`config.mk`:
```
export PLATFORM = sky130hd
export DESIGN_NAME = udp_rx
export DESIGN_NICKNAME = d
export VERILOG_FILES = /design/src/rtl/udp_rx.sv
export SDC_FILE = /design/constraint.sdc
export NUM_CORES = 1
export LEC_CHECK = 0
export CAP_MARGIN = 20
export CORE_MARGIN = 5
export CORE_UTILIZATION = 51
export CTS_BUF_LIST = sky130_fd_sc_hd__clkbuf_8
export CTS_CLUSTER_SIZE = 30
export DETAILED_ROUTE_END_ITERATION = 10
export HOLD_SLACK_MARGIN = 0.02
export PLACE_DENSITY = 0.78
export SYNTH_ARGS = -nofsm -noshare
export SYNTH_HDL_FRONTEND = slang
export SYNTH_SLANG_ARGS = --single-unit
```
`constraint.sdc`:
```
create_clock -name i_clk -period 5.7 [get_ports i_clk]
set_input_delay 1.14 -clock i_clk [delete_from_list [all_inputs] [get_ports i_clk]]
set_output_delay 1.14 -clock i_clk [all_outputs]
set_load 0.01 [all_outputs]
```
`src/rtl/udp_rx.sv`:
```
// rtl/udp_rx.sv - UDP receive stage: header parse, destination-port filter, payload forward
// Optional feature macro: UDP_RX_DROP_CNT_EN (saturating discarded-datagram counter on o_drop_cnt)
module udp_rx #(
  parameter logic [15:0] P_LOCAL_PORT = 16'd8080
) (
  input  logic        i_clk,
  input  logic        i_rst,
  input  logic [15:0] i_local_port,
  input  logic        i_local_port_valid,
  input  logic [7:0]  i_udp_data,
  input  logic [15:0] i_udp_len,
  input  logic        i_udp_last,
  input  logic        i_udp_valid,
  output logic [7:0]  o_user_data,
  output logic [15:0] o_user_len,
  output logic        o_user_last,
  output logic        o_user_valid,
  output logic [15:0] o_src_port,
  output logic [15:0] o_drop_cnt
);

  typedef enum logic [2:0] {
    S_SYNC    = 3'd0,
    S_IDLE    = 3'd1,
    S_HEADER  = 3'd2,
    S_PAYLOAD = 3'd3,
    S_DISCARD = 3'd4
  } state_t;

  state_t      state_q, state_d;

  logic [15:0] local_port_q;   // programmable port, used from the next datagram on
  logic [15:0] port_lat_q;     // port snapshot taken at header byte 0
  logic [15:0] ulen_lat_q;     // IP-stage datagram length snapshot
  logic [15:0] src_q;
  logic [15:0] dst_q;
  logic [15:0] lfield_q;       // UDP length field L
  logic [15:0] rem_q;          // payload bytes still to forward
  logic [2:0]  hdr_cnt_q;      // index of the next header byte

  logic [7:0]  user_data_q;
  logic        user_valid_q;
  logic        user_last_q;
  logic [15:0] user_len_q;
  logic [15:0] src_out_q;

  logic        hdr_ok;
  logic        hdr_done;
  logic        start_pay;
  logic        pay_byte;
  logic        out_last;

  // State register
  always_ff @(posedge i_clk or posedge i_rst) begin
    if (i_rst) state_q <= S_SYNC;
    else       state_q <= state_d;
  end

  // Next-state decision
  always_comb begin
    state_d = state_q;
    case (state_q)
      S_SYNC:    if (!i_udp_valid) state_d = S_IDLE;
      S_IDLE:    if (i_udp_valid && !i_udp_last) state_d = S_HEADER;
      S_HEADER: begin
        if (i_udp_valid) begin
          if (i_udp_last)    state_d = S_IDLE;
          else if (hdr_done) state_d = start_pay ? S_PAYLOAD : S_DISCARD;
        end
      end
      S_PAYLOAD: begin
        if (i_udp_valid) begin
          if (i_udp_last)            state_d = S_IDLE;
          else if (rem_q == 16'd1)   state_d = S_DISCARD;
        end
      end
      S_DISCARD: if (i_udp_valid && i_udp_last) state_d = S_IDLE;
      default:   state_d = S_SYNC;
    endcase
  end

  // Per-cycle decode: header verdict, payload forwarding and end-of-payload marker
  always_comb begin
    hdr_ok    = (dst_q == port_lat_q) && (lfield_q >= 16'd8) && (lfield_q <= ulen_lat_q);
    hdr_done  = 1'b0;
    start_pay = 1'b0;
    pay_byte  = 1'b0;
    out_last  = 1'b0;
    case (state_q)
      S_HEADER: begin
        if (i_udp_valid && (hdr_cnt_q == 3'd7)) begin
          hdr_done  = 1'b1;
          start_pay = hdr_ok && (lfield_q != 16'd8);
        end
      end
      S_PAYLOAD: begin
        if (i_udp_valid) begin
          pay_byte = 1'b1;
          out_last = i_udp_last || (rem_q == 16'd1);
        end
      end
      default: ;
    endcase
  end

  // Header capture, port/length snapshots and payload countdown
  always_ff @(posedge i_clk or posedge i_rst) begin
    if (i_rst) begin
      local_port_q <= P_LOCAL_PORT;
      port_lat_q   <= 16'd0;
      ulen_lat_q   <= 16'd0;
      src_q        <= 16'd0;
      dst_q        <= 16'd0;
      lfield_q     <= 16'd0;
      rem_q        <= 16'd0;
      hdr_cnt_q    <= 3'd0;
    end else begin
      if (i_local_port_valid) local_port_q <= i_local_port;
      if ((state_q == S_IDLE) && i_udp_valid) begin
        port_lat_q   <= local_port_q;
        ulen_lat_q   <= i_udp_len;
        src_q[15:8]  <= i_udp_data;
        hdr_cnt_q    <= 3'd1;
      end
      if ((state_q == S_HEADER) && i_udp_valid) begin
        hdr_cnt_q <= hdr_cnt_q + 3'd1;
        case (hdr_cnt_q)
          3'd1:    src_q[7:0]     <= i_udp_data;
          3'd2:    dst_q[15:8]    <= i_udp_data;
          3'd3:    dst_q[7:0]     <= i_udp_data;
          3'd4:    lfield_q[15:8] <= i_udp_data;
          3'd5:    lfield_q[7:0]  <= i_udp_data;
          default: ;
        endcase
      end
      if (start_pay)     rem_q <= lfield_q - 16'd8;
      else if (pay_byte) rem_q <= rem_q - 16'd1;
    end
  end

  // User-side output register; length and source port held until the next accepted datagram
  always_ff @(posedge i_clk or posedge i_rst) begin
    if (i_rst) begin
      user_data_q  <= 8'd0;
      user_valid_q <= 1'b0;
      user_last_q  <= 1'b0;
      user_len_q   <= 16'd0;
      src_out_q    <= 16'd0;
    end else begin
      user_valid_q <= pay_byte;
      user_last_q  <= out_last;
      if (pay_byte) user_data_q <= i_udp_data;
      if (start_pay) begin
        user_len_q <= lfield_q - 16'd8;
        src_out_q  <= src_q;
      end
    end
  end

  assign o_user_data  = user_data_q;
  assign o_user_valid = user_valid_q;
  assign o_user_last  = user_last_q;
  assign o_user_len   = user_len_q;
  assign o_src_port   = src_out_q;

`ifdef UDP_RX_DROP_CNT_EN
  logic        drop_evt;
  logic        drop_q;
  logic [15:0] drop_cnt_q;

  // A datagram is dropped at most once: each case below fires on a byte that ends its header/payload phase
  assign drop_evt = i_udp_valid && (
      ((state_q == S_IDLE) && i_udp_last) ||
      ((state_q == S_HEADER) && (hdr_done ? (!hdr_ok || (start_pay && i_udp_last)) : i_udp_last)) ||
      (pay_byte && i_udp_last && (rem_q != 16'd1)));

  // Saturating drop counter, bumped the cycle after the decision
  always_ff @(posedge i_clk or posedge i_rst) begin
    if (i_rst) begin
      drop_q     <= 1'b0;
      drop_cnt_q <= 16'd0;
    end else begin
      drop_q <= drop_evt;
      if (drop_q && (drop_cnt_q != 16'hFFFF)) drop_cnt_q <= drop_cnt_q + 16'd1;
    end
  end

  assign o_drop_cnt = drop_cnt_q;
`else
  assign o_drop_cnt = 16'd0;
`endif

endmodule

```
* After elaboration in Yosys (flattened, before gate mapping)
Cells that the tools add are included.
Word-level totals: input bits 45, word-level logic and storage cells 84, output and inout bits 58, register bits 160
Operators by class: add/sub/neg operators 3, reductions and logical operators 19, multiplexer cells 23, magnitude comparators 2, eq/ne operators 20
Operators by type and width (count):
- two-way mux 3 bit | 12
- two-way mux 16 bit | 2
- equality test 16 x 1 -> 1 bit, second input constant | 1
- equality test 16 bit | 1
- >= comparator 16 x 4 -> 1 bit, second input constant | 1
- less-or-equal comparator 16 bit | 1
- != test 16 x 4 -> 1 bit, second input constant | 1
- subtractor 16 x 1 -> 16 bit, second input constant | 1
- subtractor 16 x 4 -> 16 bit, second input constant | 1
- case mux 3 bit (5 select lines) | 1
- equality test 3 x 2 -> 1 bit, second input constant | 4
- equality test 3 bit, second input constant | 4
- != test 2 bit, second input constant | 5
- AND reduction 2 bit | 5
- logical AND 1 bit | 8
- two-way mux 1 bit | 8
- AND reduction 7 bit | 1
- equality test 3 x 1 -> 1 bit, second input constant | 2
- != test 3 bit, second input constant | 2
- nonzero test 2 bit | 2
- adder 3 x 1 -> 3 bit, second input constant | 1
- logical NOT 3 bit | 1
- logical NOT 1 bit | 1
- logical OR 1 bit | 1

* Longest topological paths before layout
Gate-level depths: netlist of the first run.
depth in word-level cells 11, gate-level depth with buffers 10, gate-level depth less buffers 8

* Worst setup path before layout of the first run
OpenSTA, ideal clock, no wires.
kind input -> register, start point input i_udp_valid, end point register src_out_q[0] (netlist: o_src_port[0]), stages on the path 9, arrival time 3.241 ns, required time 5.573 ns, slack 2.331 ns, path buffers 3, library setup time 0.127 ns, path through and4bb_1 buf_2 inv_2 or4_1 or4b_1 buf_2 nor2_8 buf_6 mux2_1
On the way: word-level cells in the longest chain between the ends 3
Ends and longest elaborated chain:
- start: declaration | RTL line 13 | input logic i_udp_valid,
- logical AND 1 bit | RTL line 91 | if (i_udp_valid && (hdr_cnt_q == 3'd7)) begin
- two-way mux 1 bit | RTL line 91
- two-way mux 1 bit | RTL line 89 | case (state_q)
- end signal: assignment | RTL line 155 | src_out_q <= src_q;
- end: declaration | RTL line 45 | logic [15:0] src_out_q;
Every way passes these cells. A chain may end at the register's enable or synchronous reset.

* Final worst setup path of the first run
start point input i_udp_valid, end point register src_out_q[8] (netlist: o_src_port[8])
Same word-level chain as after synthesis.

==> load_flow_metrics.sql, run 1 <==
INSERT INTO impl_metrics (metric_group, metric, value, unit) VALUES
('outcome', 'status', 'finished clean', ''),
('sta', 'slew_headroom', '0.474', ''),
('floorplan', 'core_area', '14400', 'um^2'),
('floorplan', 'ioPinCount', '103', ''),
('placement', 'gp_congestion', '0.861', ''),
('floorplan', 'effective_utilization_at_floorplan', '0.513', ''),
('worst_setup_path', 'start_kind', 'input port', ''),
('global_route', 'global_route.usage.total', '0.202', ''),
('global_route', 'first_global_vias', '5383', ''),
('synthesis', 'yosysSeqAreaShare', '0.544', ''),
('sta', 'final.setup_skew', '13.2', 'ps'),
('job', 'cap_viol_max_count', '0', ''),
('synthesis', 'flip_flop_and_latch_count_after_synthesis', '160', ''),
('sta', 'timing.setup.tns', '0', 'ps'),
('finish', 'multi_input_comb_area', '3070', 'um^2'),
('sta', 'fin_ws', '1580', 'ps'),
('synthesis', 'async_reset_ff_frac', '1.00', ''),
('sta', 'fmax', '243', 'MHz'),
('power_and_ir_drop', 'power.density_cell_area', '467', 'nW/um^2'),
('synthesis', 'synth-adder-area-share', '0.0424', ''),
('floorplan', 'die_height', '130', 'um'),
('placement', 'place.detailed.hpwl', '11400', 'um'),
('synthesis', 'muxShareOfSynthArea', '0.164', ''),
('floorplan', 'fp.dieW', '130', 'um'),
('routing', 'wirelength', '16100', 'um'),
('finish', 'finalNetCount', '781', ''),
('synthesis', 'synth_top_family_by_area', 'multiplexers', ''),
('synthesis', 'post_synth_edffs', '0', ''),
('global_route', 'grt_overflow_total', '0', ''),
('worst_hold_path', 'hp-class', 'flip-flop to flip-flop', ''),
('clock_tree', 'cts-buffers-inserted', '17', ''),
('clock_tree', 'cts-hold-fix-buffers', '0', ''),
('finish', 'synth_to_layout_area_growth', '19.4', '%'),
('synthesis', 'synth_simple_gate_area_frac', '0.0987', ''),
('worst_setup_path', 'timing.critical_path.arrival', '4460', 'ps'),
('clock_tree', 'tritoncts', 'built', ''),
('sta', 'grt_setup_unrepaired', 'false', ''),
('sta', 'slew_viol_final', '0', ''),
('routing', 'detailedRoute.firstPassIterationCount', '4', ''),
('floorplan', 'rows', '44', ''),
('clock_tree', 'post_cts_resize_count', '0', ''),
('synthesis', 'netlist-cell-type-count', '48', ''),
('clock_tree', 'htreeDepth', '4', ''),
('finish', 'final-seq-area', '4010', 'um^2'),
('global_route', 'largest_net_degree_at_the_start_of_global_routing', '125', ''),
('sta', 'min_period', '4120', 'ps'),
('sta', 'finalCritPeriodShare', '0.722', ''),
('floorplan', 'die_area', '17000', 'um^2'),
('routing', 'drtAntennaViolNets', '0', ''),
('synthesis', 'ys.warnings.count', '0', ''),
('worst_setup_path', 'largest_driver_fanout_on_the_critical_path', '27', ''),
('routing', 'post_drt_via_cell_ratio', '5.53', ''),
('clock_tree', 'cts_root_buffer', 'sky130_fd_sc_hd__clkbuf_8', ''),
('finish', 'n_antenna_cell', '0', ''),
('synthesis', 'post_synthesis_instance_area', '7380', 'um^2'),
('routing', 'wire_per_inst', '17.7', 'um'),
('routing', 'post-route-drc-count', '0', ''),
('worst_setup_path', 'critical_path.endpoint_type', 'flip-flop', ''),
('global_route', 'initial_antenna_violation_count', '0', ''),
('clock_tree', 'cts_sinks', '160', ''),
('worst_setup_path', 'cp.required', '6040', 'ps'),
('placement', 'place_worst_setup_slack', '1140', 'ps'),
('synthesis', 'syn-instance-count', '623', ''),
('routing', 'starting_drc_count_in_detailed_routing', '295', ''),
('worst_setup_path', 'critical_path_class', 'input port to flip-flop', ''),
('synthesis', 'synth-compound-area-share', '0.0560', ''),
('power_and_ir_drop', 'irDropWorstVdd', '0.000231', 'V'),
('routing', 'vias', '5023', ''),
('clock_tree', 'cts.path.max_buffers', '2', ''),
('synthesis', 'synth_xor_area_frac', '0.0463', ''),
('sta', 'setup_viol', '0', ''),
('clock_tree', 'clock_pin_slew_reported_for_the_worst_setup_and_hold_paths_after_clock_tree_synthesis', '90', 'ps'),
('finish', 'final_non_filler_cell_total', '908', ''),
('power_and_ir_drop', 'power.static_leakage', '4.08', 'nW'),
('finish', 'fillCellCount', '1134', ''),
('sta', 'worst-slew-pin-transition', '782', 'ps'),
('synthesis', 'synth.avg_cell_area', '11.8', 'um^2'),
('finish', 'layout-drive-gt1-share', '0.186', ''),
('synthesis', 'synthFlopType', 'sky130_fd_sc_hd__dfrtp_1', ''),
('clock_tree', 'cts_post_setup_buffers_inserted', '0', ''),
('placement', 'numPortBuffers', '86', ''),
('sta', 'hold_viol', '0', ''),
('clock_tree', 'source_to_sink_clock_delay_at_the_later_pin_of_the_worst_skew_pair', '460', 'ps'),
('global_route', 'grt_first_pass_wirelength', '26600', 'um'),
('placement', 'dpl_cells', '875', '');
==> stage by stage <==
step	utilization	area [um^2]	hold WS (ps)	total power (W)
final	0.613	8810	486	0.00412
after global routing	0.613	8810	507	0.00438
after CTS	0.611	8780	494	0.00412
after detailed placement	0.581	8340	472	0.00321
after global placement	0.581	8340	462	0.00311
after floorplan	-	7430	459	0.00275
==> cells by family after synthesis <==
group           count (synthesis)
compound gates                 71
xor+xnor                       39
other cells                     1
simple gates                  145
buf+inv                        74
fa+ha+maj                      25
mux                           108
flops                         160
==> layer usage <==
metal | share of wire | vias up | global-route usage | routed length, um
met3 | 0.045 | 39 | 0.0418 | 718
met5 | 0 | - | 0 | 0
met1 | 0.41 | 2521 | 0.248 | 6670
li1 | - | 2312 | - | -
met2 | 0.51 | 151 | 0.345 | 8230
met4 | 0.029 | 0 | 0.0868 | 471
==> where the power goes <==
part | switching (W) | total (W) | internal (W) | leakage (nW)
clock | 0.000415 | 0.000902 | 0.000487 | 0.216
sequential | 0.000287 | 0.00177 | 0.00148 | 2.00
combinational | 0.000772 | 0.00144 | 0.000672 | 1.86
==> final timing paths <==
path	startpoint	to	slack (ps)	cells past startpoint
max	i_udp_valid	o_src_port[8]	1580	7
min	o_user_data[3]	o_user_data[3]	490	2
max reg2reg	state_q[2]	o_src_port[8]	2250	6
min reg2reg	o_user_data[3]	o_user_data[3]	490	2
max in group asynchronous	i_rst	state_q[1]	3420	4
min in group asynchronous	i_rst	ulen_lat_q[0]	1020	2
==> synth_stat cells, types with 4 or more instances <==
cell type,count,area share
sky130_fd_sc_hd__nor2_1,19,0.0097
sky130_fd_sc_hd__mux2_2,90,0.14
sky130_fd_sc_hd__clkbuf_1,14,0.0071
sky130_fd_sc_hd__nand3_1,10,0.0068
sky130_fd_sc_hd__mux2i_1,4,0.0054
sky130_fd_sc_hd__mux2_1,14,0.021
sky130_fd_sc_hd__ha_1,25,0.042
sky130_fd_sc_hd__nor4b_1,4,0.0047
sky130_fd_sc_hd__xnor2_1,14,0.017
sky130_fd_sc_hd__nand2_1,60,0.031
sky130_fd_sc_hd__o21ai_0,27,0.018
sky130_fd_sc_hd__or4_1,4,0.0041
sky130_fd_sc_hd__dfrtp_1,153,0.52
sky130_fd_sc_hd__dfstp_2,7,0.025
sky130_fd_sc_hd__nor3_1,17,0.012
sky130_fd_sc_hd__xor2_1,25,0.030
sky130_fd_sc_hd__a21oi_1,26,0.018
sky130_fd_sc_hd__nor4_1,13,0.011
sky130_fd_sc_hd__inv_1,38,0.019
sky130_fd_sc_hd__buf_4,16,0.016
==> state kept, by name (all words and copies together) (netlist names), 8 cells and up <==
| register | count |
|---|---|
| src_q | 16 |
| o_user_data | 8 |
| o_src_port | 16 |
| local_port_q | 16 |
| dst_q | 16 |
| o_user_len | 16 |
| ulen_lat_q | 16 |
| lfield_q | 16 |
| port_lat_q | 16 |
| rem_q | 16 |
==> cell type report <==
class                      instances  area share
multi-input combinational        404       0.349
clock inverter                    14      0.0217
clock buffer                      18      0.0281
tap                              184      0.0261
sequential                       160       0.456
timing repair buffer              89       0.103
inverter                          39      0.0172
==> worst max-delay path, stage by stage <==
cell and delay (ps):
sky130_fd_sc_hd__clkdlybuf4s50_1 570, sky130_fd_sc_hd__and4bb_1 420, sky130_fd_sc_hd__inv_2 70, sky130_fd_sc_hd__or4_1 530
sky130_fd_sc_hd__or4b_1 790, sky130_fd_sc_hd__nor2_8 530, sky130_fd_sc_hd__mux2_1 390
==> cell usage in the layout (no fill, tap or decap), types with 3 or more instances in the layout <==
cell type and instances:
sky130_fd_sc_hd__xnor2_1 14, sky130_fd_sc_hd__clkdlybuf4s50_1 86, sky130_fd_sc_hd__a221o_1 3, sky130_fd_sc_hd__clkinvlp_4 3, sky130_fd_sc_hd__nand3_1 10, sky130_fd_sc_hd__nor2_1 19, sky130_fd_sc_hd__mux2_2 90, sky130_fd_sc_hd__inv_1 38
sky130_fd_sc_hd__mux2_1 14, sky130_fd_sc_hd__dfrtp_1 153, sky130_fd_sc_hd__clkbuf_8 18, sky130_fd_sc_hd__nor4_1 13, sky130_fd_sc_hd__dfstp_2 7, sky130_fd_sc_hd__nand4b_1 3, sky130_fd_sc_hd__ha_1 25, sky130_fd_sc_hd__nor4b_1 4
sky130_fd_sc_hd__nor3_1 17, sky130_fd_sc_hd__nand4_1 3, sky130_fd_sc_hd__nand2_1 60, sky130_fd_sc_hd__o21ai_0 27, sky130_fd_sc_hd__mux2i_1 4, sky130_fd_sc_hd__conb_1 16, sky130_fd_sc_hd__or4_1 4, sky130_fd_sc_hd__xor2_1 25
sky130_fd_sc_hd__clkinv_4 4, sky130_fd_sc_hd__bufinv_16 4, sky130_fd_sc_hd__a21oi_1 26
Note: power is estimated with default switching activity, not from simulation.
==> inputs of run 2 (changes only) <==
--- a/config.mk
+++ b/config.mk
@@ -7,12 +7,12 @@
 export LEC_CHECK = 0
 export CAP_MARGIN = 20
 export CORE_MARGIN = 5
-export CORE_UTILIZATION = 51
+export CORE_UTILIZATION = 56
 export CTS_BUF_LIST = sky130_fd_sc_hd__clkbuf_8
 export CTS_CLUSTER_SIZE = 30
 export DETAILED_ROUTE_END_ITERATION = 10
 export HOLD_SLACK_MARGIN = 0.02
-export PLACE_DENSITY = 0.78
+export PLACE_DENSITY = 0.81
 export SYNTH_ARGS = -nofsm -noshare
 export SYNTH_HDL_FRONTEND = slang
 export SYNTH_SLANG_ARGS = --single-unit
==> constraint.sdc (replaced) <==
create_clock -name i_clk -period 4 [get_ports i_clk]
set_input_delay 0.8 -clock i_clk [delete_from_list [all_inputs] [get_ports i_clk]]
set_output_delay 0.8 -clock i_clk [all_outputs]
set_load 0.01 [all_outputs]
==> load_flow_metrics.sql, run 2 (synthesized netlist as in run 1, its figures left out) <==
INSERT INTO impl_metrics (metric_group, metric, value, unit) VALUES
('sta', 'grt_setup_unrepaired', 'false', ''),
('sta', 'slew_viol_final', '0', ''),
('job', 'cap_viol_max_count', '0', ''),
('power_and_ir_drop', 'power.static_leakage', '4.12', 'nW'),
('floorplan', 'die_height', '125', 'um'),
('finish', 'finalInstanceArea', '8830', 'um^2'),
('clock_tree', 'clock_pin_slew_reported_for_the_worst_setup_and_hold_paths_after_clock_tree_synthesis', '80', 'ps'),
('global_route', 'global_route.usage.total', '0.215', ''),
('sta', 'timing.setup.tns', '0', 'ps'),
('routing', 'wirelength', '15900', 'um'),
('finish', 'layout_common_cells', 'sky130_fd_sc_hd__dfrtp_1 (153), sky130_fd_sc_hd__mux2_2 (90), sky130_fd_sc_hd__clkdlybuf4s50_1 (86)', ''),
('placement', 'dpl_cells', '872', ''),
('floorplan', 'core_area', '13100', 'um^2'),
('global_route', 'first_global_vias', '5404', ''),
('global_route', 'largest_net_degree_at_the_start_of_global_routing', '161', ''),
('placement', 'numPortBuffers', '86', ''),
('clock_tree', 'cts_sinks', '160', ''),
('routing', 'wire_per_inst', '17.6', 'um'),
('routing', 'detailedRoute.firstPassIterationCount', '4', ''),
('worst_setup_path', 'critical_path_class', 'input port to flip-flop', ''),
('placement', 'gp_congestion', '0.828', ''),
('sta', 'finalCritPeriodShare', '0.832', ''),
('finish', 'n_antenna_cell', '0', ''),
('worst_setup_path', 'crit_buf_inv', '2', ''),
('worst_setup_path', 'critPathTopFamily', 'simple AND/OR/NAND/NOR gates', ''),
('floorplan', 'ioPinCount', '103', ''),
('global_route', 'initial_antenna_violation_count', '0', ''),
('sta', 'final.setup_skew', '11.5', 'ps'),
('clock_tree', 'htreeDepth', '4', ''),
('routing', 'post-route-drc-count', '0', ''),
('finish', 'synth_to_layout_area_growth', '19.7', '%'),
('worst_setup_path', 'largest_driver_fanout_on_the_critical_path', '27', ''),
('sta', 'setup_viol', '0', ''),
('sta', 'min_period', '3330', 'ps'),
('worst_setup_path', 'start_kind', 'input port', ''),
('routing', 'drtAntennaViolNets', '0', ''),
('finish', 'postLayoutCoreUtil', '0.675', ''),
('worst_hold_path', 'hp-class', 'flip-flop to flip-flop', ''),
('clock_tree', 'cts_post_setup_buffers_inserted', '0', ''),
('finish', 'finalNetCount', '785', ''),
('worst_setup_path', 'standard_cell_with_the_maximum_stage_delay_on_the_critical_path', 'sky130_fd_sc_hd__or4b_1', ''),
('worst_setup_path', 'critical_path.endpoint_type', 'flip-flop', ''),
('worst_setup_path', 'worst-r2r-setup-slack', '830', 'ps'),
('floorplan', 'rows', '42', ''),
('global_route', 'grt_first_pass_wirelength', '27000', 'um'),
('finish', 'final_non_filler_cell_total', '903', ''),
('floorplan', 'die_area', '15600', 'um^2'),
('routing', 'starting_drc_count_in_detailed_routing', '347', ''),
('floorplan', 'fp.dieW', '125', 'um'),
('clock_tree', 'cts-hold-fix-buffers', '0', ''),
('power_and_ir_drop', 'power.density_cell_area', '664', 'nW/um^2'),
('sta', 'hold_viol', '0', ''),
('outcome', 'status', 'finished clean', ''),
('finish', 'layout-drive-gt1-share', '0.186', ''),
('clock_tree', 'tritoncts', 'built', ''),
('routing', 'post_drt_via_cell_ratio', '5.60', ''),
('clock_tree', 'source_to_sink_clock_delay_at_the_later_pin_of_the_worst_skew_pair', '450', 'ps'),
('routing', 'vias', '5053', ''),
('worst_setup_path', 'cpPeakStageDelay', '610', 'ps'),
('power_and_ir_drop', 'irDropWorstVdd', '0.000300', 'V'),
('worst_setup_path', 'cp.required', '4330', 'ps'),
('worst_setup_path', 'timing.critical_path.arrival', '3660', 'ps'),
('clock_tree', 'cts_root_buffer', 'sky130_fd_sc_hd__clkbuf_8', ''),
('worst_setup_path', 'worstPathCellList', 'clkdlybuf4s50_1 > and4bb_1 > inv_2 > or4_1 > or4b_1 > nor2_8 > mux2_2', ''),
('sta', 'worst-slew-pin-transition', '921', 'ps'),
('clock_tree', 'cts.path.max_buffers', '2', ''),
('placement', 'dpl-instance-area', '8380', 'um^2'),
('clock_tree', 'cts-buffers-inserted', '17', ''),
('clock_tree', 'post_cts_resize_count', '0', ''),
('global_route', 'grt_overflow_total', '0', ''),
('floorplan', 'effective_utilization_at_floorplan', '0.564', ''),
('sta', 'fmax', '301', 'MHz'),
('placement', 'place.detailed.hpwl', '11300', 'um'),
('sta', 'slew_headroom', '0.381', ''),
('finish', 'layout_commonest_cell', 'sky130_fd_sc_hd__dfrtp_1', '');
## run 2: power breakdown
group | switching (W) | total (W) | internal [W]
clock network | 0.000543 | 0.00131 | 0.000769
registers | 0.000396 | 0.00251 | 0.00211
logic | 0.00108 | 0.00204 | 0.000959
## run 2: path summary, 6_finish.rpt
kind / startpoint / to / cells past startpoint
max reg2reg: lfield_q[5] / o_user_len[8] / 8
min reg2reg: src_q[3] / o_src_port[3] / 1
min in group asynchronous: i_rst / port_lat_q[12] / 3
min: src_q[3] / o_src_port[3] / 1
max: i_udp_valid / o_user_len[12] / 7
max in group asynchronous: i_rst / o_user_len[8] / 3
## run 2: cell type report
cell class	instances	area (um^2)
Clock buffer	23	317
Clock inverter	8	135
Fill cell	974	4250
Inverter	39	150
Multi-Input combinational cell	404	3070
Sequential cell	160	4010
Tap cell	176	220
Timing Repair Buffer	93	926
## run 2: per-stage QoR
stage	total power [W]	hold slack, ps	setup slack, ps
5_1_grt	0.00625	506	575
4_1_cts	0.00589	491	701
6_report	0.00587	484	673
3_3_place_gp	0.00443	461	297
2_1_floorplan	0.00391	459	971
3_5_place_dp	0.00456	470	226
## run 2: layer usage
metal  vias to the layer above  GRT usage  routed length [um]  part of all wire
li1                       2319          -                   -                 -
met1                      2530      0.265                6610              0.42
met3                        40     0.0489                 706             0.045
met2                       164      0.362                7990              0.50
met4                         0     0.0961                 558             0.035
met5                         -          0                   0                 0
